===== config.mk =====
export PLATFORM = sky130hd
export DESIGN_NAME = instr_fetch
export DESIGN_NICKNAME = d
export VERILOG_FILES = /design/src/rtl/instr_fetch.sv
export SDC_FILE = /design/constraint.sdc
export NUM_CORES = 1
export LEC_CHECK = 0
export ABC_AREA = 1
export ABC_CLOCK_PERIOD_IN_PS = 950
export CORE_ASPECT_RATIO = 2
export CORE_UTILIZATION = 37
export DETAILED_ROUTE_END_ITERATION = 12
export PLACE_DENSITY = 0.76
export SLEW_MARGIN = 20
export SYNTH_ARGS = -nofsm -noshare
export SYNTH_HDL_FRONTEND = slang
export SYNTH_SLANG_ARGS = --single-unit

===== constraint.sdc =====
create_clock -name clk -period 0.95 [get_ports clk]
set_input_delay 0.19 -clock clk [delete_from_list [all_inputs] [get_ports clk]]
set_output_delay 0.19 -clock clk [all_outputs]
set_load 0.02 [all_outputs]

===== src/rtl/instr_fetch.sv =====
// Instruction fetch sequencer: walks PC through a combinational ROM and hands
// decoded packets to execute. Two-word assembly exists only with INSTR_FETCH_TWO_WORD_EN.
module instr_fetch (
  input  logic        clk,
  input  logic        rst_n,
  output logic [7:0]  PC,
  input  logic [15:0] rom_data,
  output logic        ir_valid,
  input  logic        ir_ready,
  output logic [15:0] ir,
  output logic [15:0] ir_ext,
  output logic [7:0]  ir_pc,
  output logic [7:0]  ret_pc,
  input  logic        redirect,
  input  logic [7:0]  redirect_pc
);

  logic slot_free;
  assign slot_free = !ir_valid || ir_ready;

`ifdef INSTR_FETCH_TWO_WORD_EN
  typedef enum logic {FETCH, FETCH_EXT} state_t;

  state_t      state;
  logic [15:0] word0;
  logic [7:0]  word0_pc;
  logic        two_word;

  // LRLI and CALL carry an immediate/target in the following ROM word
  assign two_word = (rom_data[15:14] == 2'b10) &&
                    ((rom_data[13:9] == 5'b00010) || (rom_data[13:9] == 5'b01110));

  always_ff @(posedge clk or negedge rst_n) begin
    if (!rst_n) begin
      state    <= FETCH;
      PC       <= 8'h00;
      ir_valid <= 1'b0;
      ir       <= 16'h0000;
      ir_ext   <= 16'h0000;
      ir_pc    <= 8'h00;
      ret_pc   <= 8'h00;
      word0    <= 16'h0000;
      word0_pc <= 8'h00;
    end else if (redirect) begin
      // a partial word0 is abandoned simply by returning to FETCH
      state    <= FETCH;
      PC       <= redirect_pc;
      ir_valid <= 1'b0;
    end else if (slot_free) begin
      case (state)
        FETCH: begin
          PC <= PC + 8'd1;
          if (two_word) begin
            word0    <= rom_data;
            word0_pc <= PC;
            ir_valid <= 1'b0;
            state    <= FETCH_EXT;
          end else begin
            ir       <= rom_data;
            ir_ext   <= 16'h0000;
            ir_pc    <= PC;
            ret_pc   <= PC + 8'd1;
            ir_valid <= 1'b1;
          end
        end
        FETCH_EXT: begin
          ir       <= word0;
          ir_ext   <= rom_data;
          ir_pc    <= word0_pc;
          ret_pc   <= PC + 8'd1;
          ir_valid <= 1'b1;
          PC       <= PC + 8'd1;
          state    <= FETCH;
        end
        default: state <= FETCH;
      endcase
    end
  end
`else
  assign ir_ext = 16'h0000;

  always_ff @(posedge clk or negedge rst_n) begin
    if (!rst_n) begin
      PC       <= 8'h00;
      ir_valid <= 1'b0;
      ir       <= 16'h0000;
      ir_pc    <= 8'h00;
      ret_pc   <= 8'h00;
    end else if (redirect) begin
      PC       <= redirect_pc;
      ir_valid <= 1'b0;
    end else if (slot_free) begin
      ir       <= rom_data;
      ir_pc    <= PC;
      ret_pc   <= PC + 8'd1;
      ir_valid <= 1'b1;
      PC       <= PC + 8'd1;
    end
  end
`endif

endmodule


======== Yosys cells after proc, flatten, opt, wreduce, memory -nomap -nowiden ========
Index checks and enable logic that the tools add are counted.
word-level totals
  register bits after elaboration ......... 41
  input bits .............................. 28
  output and inout port bits .............. 57
  logic and storage cells ................. 15
cells by class
  add/sub/neg operators ................... 1
  multiplexer cells ....................... 4
  bitwise operators ....................... 1
  reduce and logical (&&, ||, !) cells .... 4
operators by type and width
  operator             count
  $mux 8               2
  $add 8x1->8 const B  1
  $mux 1               2
  $reduce_and 2->1     1
  $reduce_bool 2->1    1
  $logic_not 1->1      1
  $logic_or 1x1->1     1
  $not 1->1            1

======== Logic depth before layout (Yosys ltp) ========
Gate-level depths: netlist (run 1).
  depth in word-level cells ............... 4
  mapped depth ............................ 7
  depth with buffers taken out ............ 7

======== Least setup slack after synthesis (run 1) ========
No wires, ideal clock.
  path kind ............................... register to register
  from .................................... register PC[1]
  to ...................................... register PC[2]
  library setup time ...................... 0.130 ns
  arrival time ............................ 1.075 ns
  required time ........................... 0.820 ns
  slack ................................... -0.255 ns
  stages on the path, launching flop included .. 7
  path buffers ............................ 0
  period minus slack after synthesis ...... 1.205 ns
  cells stage by stage .................... dfrtp_1 -> ha_1 -> nand2_1 -> inv_1 -> nor2_1 -> o21ai_1 -> nand3_1
between the ends
  word-level cells in the longest chain between the ends .. 3
RTL lines
  item                      RTL line  text
  start: declaration        6         output logic [7:0] PC,
  start signal: assignment  90        PC <= redirect_pc;
  start signal: assignment  97        PC <= PC + 8'd1;
  $add 8x1->8               97
  $mux 8                    92        end else if (slot_free) begin
  $mux 8                    89        end else if (redirect) begin
No other way between the ends. The select of a mux whose other input is x is not followed.
A chain may end at the register's enable or synchronous reset.

======== Final worst setup path (run 1) ========
  from .................................... register PC[1]
  to ...................................... output port PC[1]
No word-level cell between the ends.

==> results of run 1 <==
==> worst paths after layout <==
check	end	slack, ns	depth (start not counted)
min	ir_valid	0.30	2
max	PC[1]	-0.18	1
max reg2reg	ir[10]	-0.16	6
min in group asynchronous	ir[14]	0.39	3
min reg2reg	ir[7]	0.51	2
max in group asynchronous	PC[0]	0.34	3
==> cell type report <==
class,count,area (µm²),area share [%]
Sequential cell,41,1036,30.20
Inverter,10,55.05,1.605
Multi-Input combinational cell,151,914.6,26.66
Clock inverter,1,30.03,0.8753
Timing Repair Buffer,119,1234,35.96
Tap cell,55,68.82,2.006
Clock buffer,7,86.33,2.516
Timing Repair inverter,1,6.256,0.1823
==> sequential cells by signal, summed over array words and instances, names as in the netlist <==
| register | count |
|---|---|
| PC | 8 |
| ir_valid | 1 |
| ret_pc | 8 |
| ir | 16 |
| ir_pc | 8 |
==> power by group <==
part | total [µW] | internal (µW) | switching, µW | leakage (µW)
clock | 1460 | 857 | 607 | 0.0000585
sequential | 2190 | 1990 | 202 | 0.000495
combinational | 2110 | 1100 | 1010 | 0.00122
total | 5770 | 3940 | 1820 | 0.00177
==> logic make-up (layout without fill, tap and decap cells) <==
group                    count (synthesis)  after routing  synth area share (%)
adder cells (fa/ha/maj)                  1              1                0.6867
flip-flops                              41             41                 56.32
AO/OA/AOI/OAI                           15             15                 5.151
buffers and inverters                   33            138                 12.23
AND/OR/NAND/NOR                        118            119                 25.41
other                                    1             16                0.2058
==> routing by layer <==
layer	vias up	share of wire, %	track usage [%]
li1	856	-	-
met1	831	34	20.83
met2	76	59	35.96
met3	13	4.7	3.754
met4	0	3.2	12.27
met5	-	0	0
==> what timing repair did <==
| item | 4_1_cts | 5_1_grt |
|---|---|---|
| cloned | 2 | 1 |
| endpoints found under the setup margin | 81 | 81 |
| pin swaps | 26 | 19 |
| endpoints found under the hold margin | 41 | 0 |
| gates resized for setup | 302 | 44 |
| buffers inserted | 9 | 13 |
| hold buffers | 1 | 0 |
==> per-stage QoR <==
| stage | worst slack [ns] | std cells | hold WS (ns) | area [µm²] | util [%] |
|---|---|---|---|---|---|
| global placement | -0.4783 | 351 | 0.1769 | 2708 | 57.78 |
| global route | -0.2183 | 385 | 0.3043 | 3431 | 73.22 |
| detailed placement | -0.5014 | 351 | 0.1771 | 2708 | 57.78 |
| floorplan | -0.1340 | 224 | -0.1056 | 1927 | - |
| finish | -0.1779 | 385 | 0.2971 | 3431 | 73.22 |
| CTS | -0.1661 | 371 | 0.2846 | 3134 | 66.89 |
==> placed cells by master, fill, tap and decap left out, types with 2 or more instances in the layout <==
cell and count:
buf_6 45, buf_8 4, clkbuf_8 6, nor2_1 3, o21ai_2 2, conb_1 16
dfrtp_2 8, nor2_4 3, buf_2 2, inv_4 3, nand2_2 39, o21ai_0 2
o21ai_1 4, a22oi_1 5, dfrtp_1 33, buf_4 35, inv_1 6, nand2_4 15
clkdlybuf4s50_1 25, nand2_1 49, buf_12 5, nand3_2 4, nand3_1 4
==> out/qor_table.md, run 1 <==
| Metric | This run |
| --- | --- |
| Result of the run | finished with violations |
| Violated checks | negative setup slack |
| Top-level I/O count | 85 |
| H-tree depth | 2 |
| Cell taking the most area after synthesis | dfrtp_1 |
| Share of async-settable or async-resettable flops after synthesis | 100.0% |
| DRC errors left | 0 |
| Total wire length after detailed routing | 5172 µm |
| Cell area after synthesis | 1822 µm² |
| Clk slew on worst S/H paths | 0.08 ns |
| Setup repair after global routing missed its margin | true |
| Dominant delay contributor by cell family on the critical path | flip-flops |
| Critical path, cell by cell | buf_2 |
| Min setup slack post-route | -0.1779 ns |
| Routed len/inst | 13.43 µm |
| Overall power | 5765 µW |
| Maximum ir drop on the vdd rail | 1.433 mV |
| Clock tree root buffer cell | clkbuf_8 |
| Buffers plus inverters on the worst setup path | 1 |
| Cell area power density | 1680 nW/µm² |
| Worst setup path start | PC[1] |
| Cell Rows | 35 |
| Clk buf depth | 2 |
| Number of vias after detailed routing | 1776 |
| Port buffer count | 68 |
| Post-synthesis sequential element count | 41 |
| Critical path required time | 0.76 ns |
| Critical Path AT | 0.94 ns |
| Clock network latency to the later pin of the worst-skew pair | 0.30 ns |
| Dominant cell by count in the synthesized netlist | nand2_1 |
| Antenna violations before repair | 0 |
| Crit start category | flip-flop |
| P_leak | 0.001773 µW |
| Highest clock frequency the design can meet | 886.6 MHz |
| Filler Cells Inserted | 329 |
| Final setup fails | 81 |
| Synth cell types | 19 |
| Yosys warning count | 0 |
| Min Tclk post-route | 1.128 ns |
| Classification of the worst setup path | flip-flop to primary output |
| Total grt overflow | 0 |
| Mean Syn Cell Area | 8.716 µm² |
| Number of vias per cell after detailed routing | 4.613 |
| Hold path start | redirect |
| Growth of design area from synthesis to finish | 88.32% |
| Flip-flop cell with the highest count after synthesis | dfrtp_1 |
| Synth top cells by count | nand2_1 (102), dfrtp_1 (41), buf_4 (17) |
| Clock sink total | 41 |
| Slew Limit Fails | 0 |
| Largest net degree at the start of global routing | 42 |
| Worst hold path type | input port to flip-flop |
| TritonCTS buffer count | 5 |
| Core Region | 4686 µm² |
| Antenna diode count | 0 |
| Initial Util | 38.88% |
| Endpoint kind of the worst setup timing path | primary output |
| Largest fanout of any net on the critical path | 4 |
| X dimension of the die | 51.62 µm |
| Number of flops mapped to enable cells by yosys | 0 |
| Final worst path period share | 118.7% |
| Die extent in y | 101.2 µm |
| Weighted congestion at the end of routability-driven global placement | 0.8181 |
| Register area share after synthesis | 56.32% |
| GRT Total Usage | 20.12% |
| Residual antenna-violating net count after detailed routing | 0 |
| Via count of the first global-routing pass | 1718 |
| Wire length of the first global-routing pass | 7659 µm |
| Post-Synthesis Cells | 209 |
| Area share of the largest cell type after synthesis | 56.32% |
| CP max stage delay | 0.46 ns |
| Worst r2r src | ir_valid |
| Final Hold Violating Endpoints | 0 |
| Crit path max-delay cell type | dfrtp_2 |
| Number of detailed-routing iterations run before antenna repair | 4 |
| Synth area leaders | dfrtp_1 (56%), nand2_1 (21%), buf_4 (7.0%) |
| TritonCTS clock tree | yes |
| Final Skew | 0.006506 ns |
| Total die area | 5225 µm² |
| Number of max-cap violations | 0 |
| Fin Setup TNS | -8.254 ns |
| Placed wire-length estimate after detailed placement | 3186 µm |
| Post-layout nets | 358 |
| Share of final-layout standard cells stronger than drive strength 1 | 54.24% |
| DRT iter0 DRCs | 18 |
Power figures use the tool's default switching activity.
==> run 2, diff against run 1 <==
--- a/config.mk
+++ b/config.mk
@@ -7,6 +7,7 @@
 export LEC_CHECK = 0
 export ABC_AREA = 1
 export ABC_CLOCK_PERIOD_IN_PS = 950
+export CAP_MARGIN = 20
 export CORE_ASPECT_RATIO = 2
 export CORE_UTILIZATION = 37
 export DETAILED_ROUTE_END_ITERATION = 12
==> results of run 2 <==
Same layout as run 1: the final DEF is identical, and so are final timing and power.
==> run 3, diff against run 2 <==
--- a/config.mk
+++ b/config.mk
@@ -9,6 +9,7 @@
 export ABC_CLOCK_PERIOD_IN_PS = 950
 export CAP_MARGIN = 20
 export CORE_ASPECT_RATIO = 2
+export CORE_MARGIN = 2
 export CORE_UTILIZATION = 37
 export DETAILED_ROUTE_END_ITERATION = 12
 export PLACE_DENSITY = 0.76
==> run 3 against run 2 <==
Net effect:
- via count up 4.0%
- design area increased by 4.0%
- combinational power increased by 6%
- worst hold slack lost 0.043 ns
- cell count increased by 2.1%
- the flow still finishes with violations (negative setup slack)
- core utilization grew 0.82 points
- routed wire length grew 8.5%
- power up 2.7%
- flip-flop and latch count stayed put
- largest cell class unchanged
==> out/qor_table.md, run 3 (synthesis gave the netlist of run 1 again) <==
| Metric | This run |
| --- | --- |
| Number of max-cap violations | 0 |
| Via count of the first global-routing pass | 1733 |
| Weighted congestion at the end of routability-driven global placement | 0.8642 |
| Number of detailed-routing iterations run before antenna repair | 4 |
| Residual antenna-violating net count after detailed routing | 0 |
| Critical Path AT | 1.40 ns |
| Largest register FFs | 16 |
| Wire length of the first global-routing pass | 7872 µm |
| Hold path start | redirect |
| Largest net degree at the start of global routing | 42 |
| Clock sink total | 41 |
| Final worst path period share | 122.3% |
| Port buffer count | 68 |
| Clk slew on worst S/H paths | 0.09 ns |
| Non-filler cells, final | 393 |
| CP max stage delay | 0.43 ns |
| Result of the run | finished with violations |
| GRT Total Usage | 19.84% |
| TritonCTS buffer count | 5 |
| H-tree depth | 2 |
| Overall power | 5919 µW |
| Critical path, cell by cell | buf_4 > nand3_2 > o21ai_1 > nand3_2 > nand2_1 |
| Final Skew | 0.01358 ns |
| Clock tree root buffer cell | clkbuf_8 |
| Total die area | 5535 µm² |
| Worst r2r src | PC[0] |
| DRC errors left | 0 |
| Top-level I/O count | 85 |
| Pre-CTS setup slack | -0.5238 ns |
| Reg with most FFs | ir |
| Cell Rows | 36 |
| P_leak | 0.001820 µW |
| Fin Setup TNS | -10.03 ns |
| Share of final-layout standard cells stronger than drive strength 1 | 59.82% |
| Inst Count DP | 355 |
| Highest clock frequency the design can meet | 861.0 MHz |
| Largest fanout of any net on the critical path | 4 |
| X dimension of the die | 53.62 µm |
| Initial Util | 37.80% |
| Maximum ir drop on the vdd rail | 1.628 mV |
| DRT iter0 DRCs | 43 |
| Worst hold path type | input port to flip-flop |
| Crit path max-delay cell type | dfrtp_2 |
| Crit start category | flip-flop |
| Clk buf depth | 2 |
| Min Tclk post-route | 1.161 ns |
| Total grt overflow | 0 |
| Growth of design area from synthesis to finish | 95.88% |
| Slew Limit Fails | 0 |
| Number of vias after detailed routing | 1847 |
| Die extent in y | 103.2 µm |
| Min setup slack post-route | -0.2114 ns |
| Core Region | 4820 µm² |
| Classification of the worst setup path | flip-flop to flip-flop |
| Number of vias per cell after detailed routing | 4.700 |
| Endpoint kind of the worst setup timing path | flip-flop |
| Clock network latency to the later pin of the worst-skew pair | 0.31 ns |
| Post-layout nets | 364 |
| Total wire length after detailed routing | 5611 µm |
| Fin util | 74.04% |
| Commonest non-fill, non-tap cell in the layout | buf_6 |
| Worst setup path start | PC[0] |
| Final Hold Violating Endpoints | 0 |
| Antenna violations before repair | 0 |
| Routed len/inst | 14.28 µm |
| Cell area power density | 1659 nW/µm² |
| Setup repair after global routing missed its margin | true |
| Violated checks | negative setup slack |
| Commonest cells after routing, fill and taps aside | buf_6 (48), nand2_2 (45), nand2_1 (41) |
| Cell repeated most along the worst path | nand3_2 |
| Critical path required time | 1.19 ns |
| Placed wire-length estimate after detailed placement | 3372 µm |
| TritonCTS clock tree | yes |
| Antenna diode count | 0 |
| Final setup fails | 81 |
==> run 3: final timing paths <==
path	end	slack, ns	cells past startpoint
min in group asynchronous	ir[14]	0.39	3
hold / removal	ir_valid	0.25	2
max in group asynchronous	ir_valid	0.33	3
setup / recovery	PC[5]	-0.21	5
hold reg to reg	ret_pc[0]	0.52	2
setup reg to reg	PC[5]	-0.21	5
==> run 3: layout make-up <==
| class | instances | area, µm² |
|---|---|---|
| Inverter | 10 | 55.05 |
| Clock inverter | 2 | 37.54 |
| Timing Repair Buffer | 126 | 1316 |
| Timing Repair inverter | 1 | 8.758 |
| Fill cell | 323 | 1251 |
| Tap cell | 57 | 71.32 |
| Clock buffer | 6 | 82.58 |
| Multi-Input combinational cell | 150 | 960.9 |
| Sequential cell | 41 | 1036 |
==> run 3: metal layers <==
metal,up-vias,global-route usage [%],wire length (µm)
met4,0,7.692,155
met5,-,0,0
met3,14,4.598,315
li1,863,-,-
met1,883,20.28,1834
met2,87,37.13,3305
==> run 3: critical path, delay by kind of cell (launching register included) <==
kind	cells	cell delay, ns
simple gates	3	0.29
flops	1	0.43
compound gates	1	0.20
buf+inv	1	0.16
==> run 3: metrics by stage <==
stage | instance area [µm²] | hold WS, ns
after floorplan | 1927 | -0.1056
after global placement | 2738 | 0.1797
after detailed placement | 2738 | 0.1784
after CTS | 3262 | 0.2477
after global routing | 3568 | 0.2700
final | 3568 | 0.2541
==> run 3: power by group <==
part | total (µW) | switching, µW | internal, µW
Combinational | 2230 | 1060 | 1170
Sequential | 2200 | 212 | 1990
Clock | 1490 | 637 | 855
==> run 3: repair_timing <==
action                     4_1_cts  5_1_grt
gates resized for setup        314       55
hold endpoints to repair        41        0
pin swaps                       20       21
buffers inserted                13       16
hold buffers                     1        0
setup endpoints to repair       81       81
cloned                           2        0
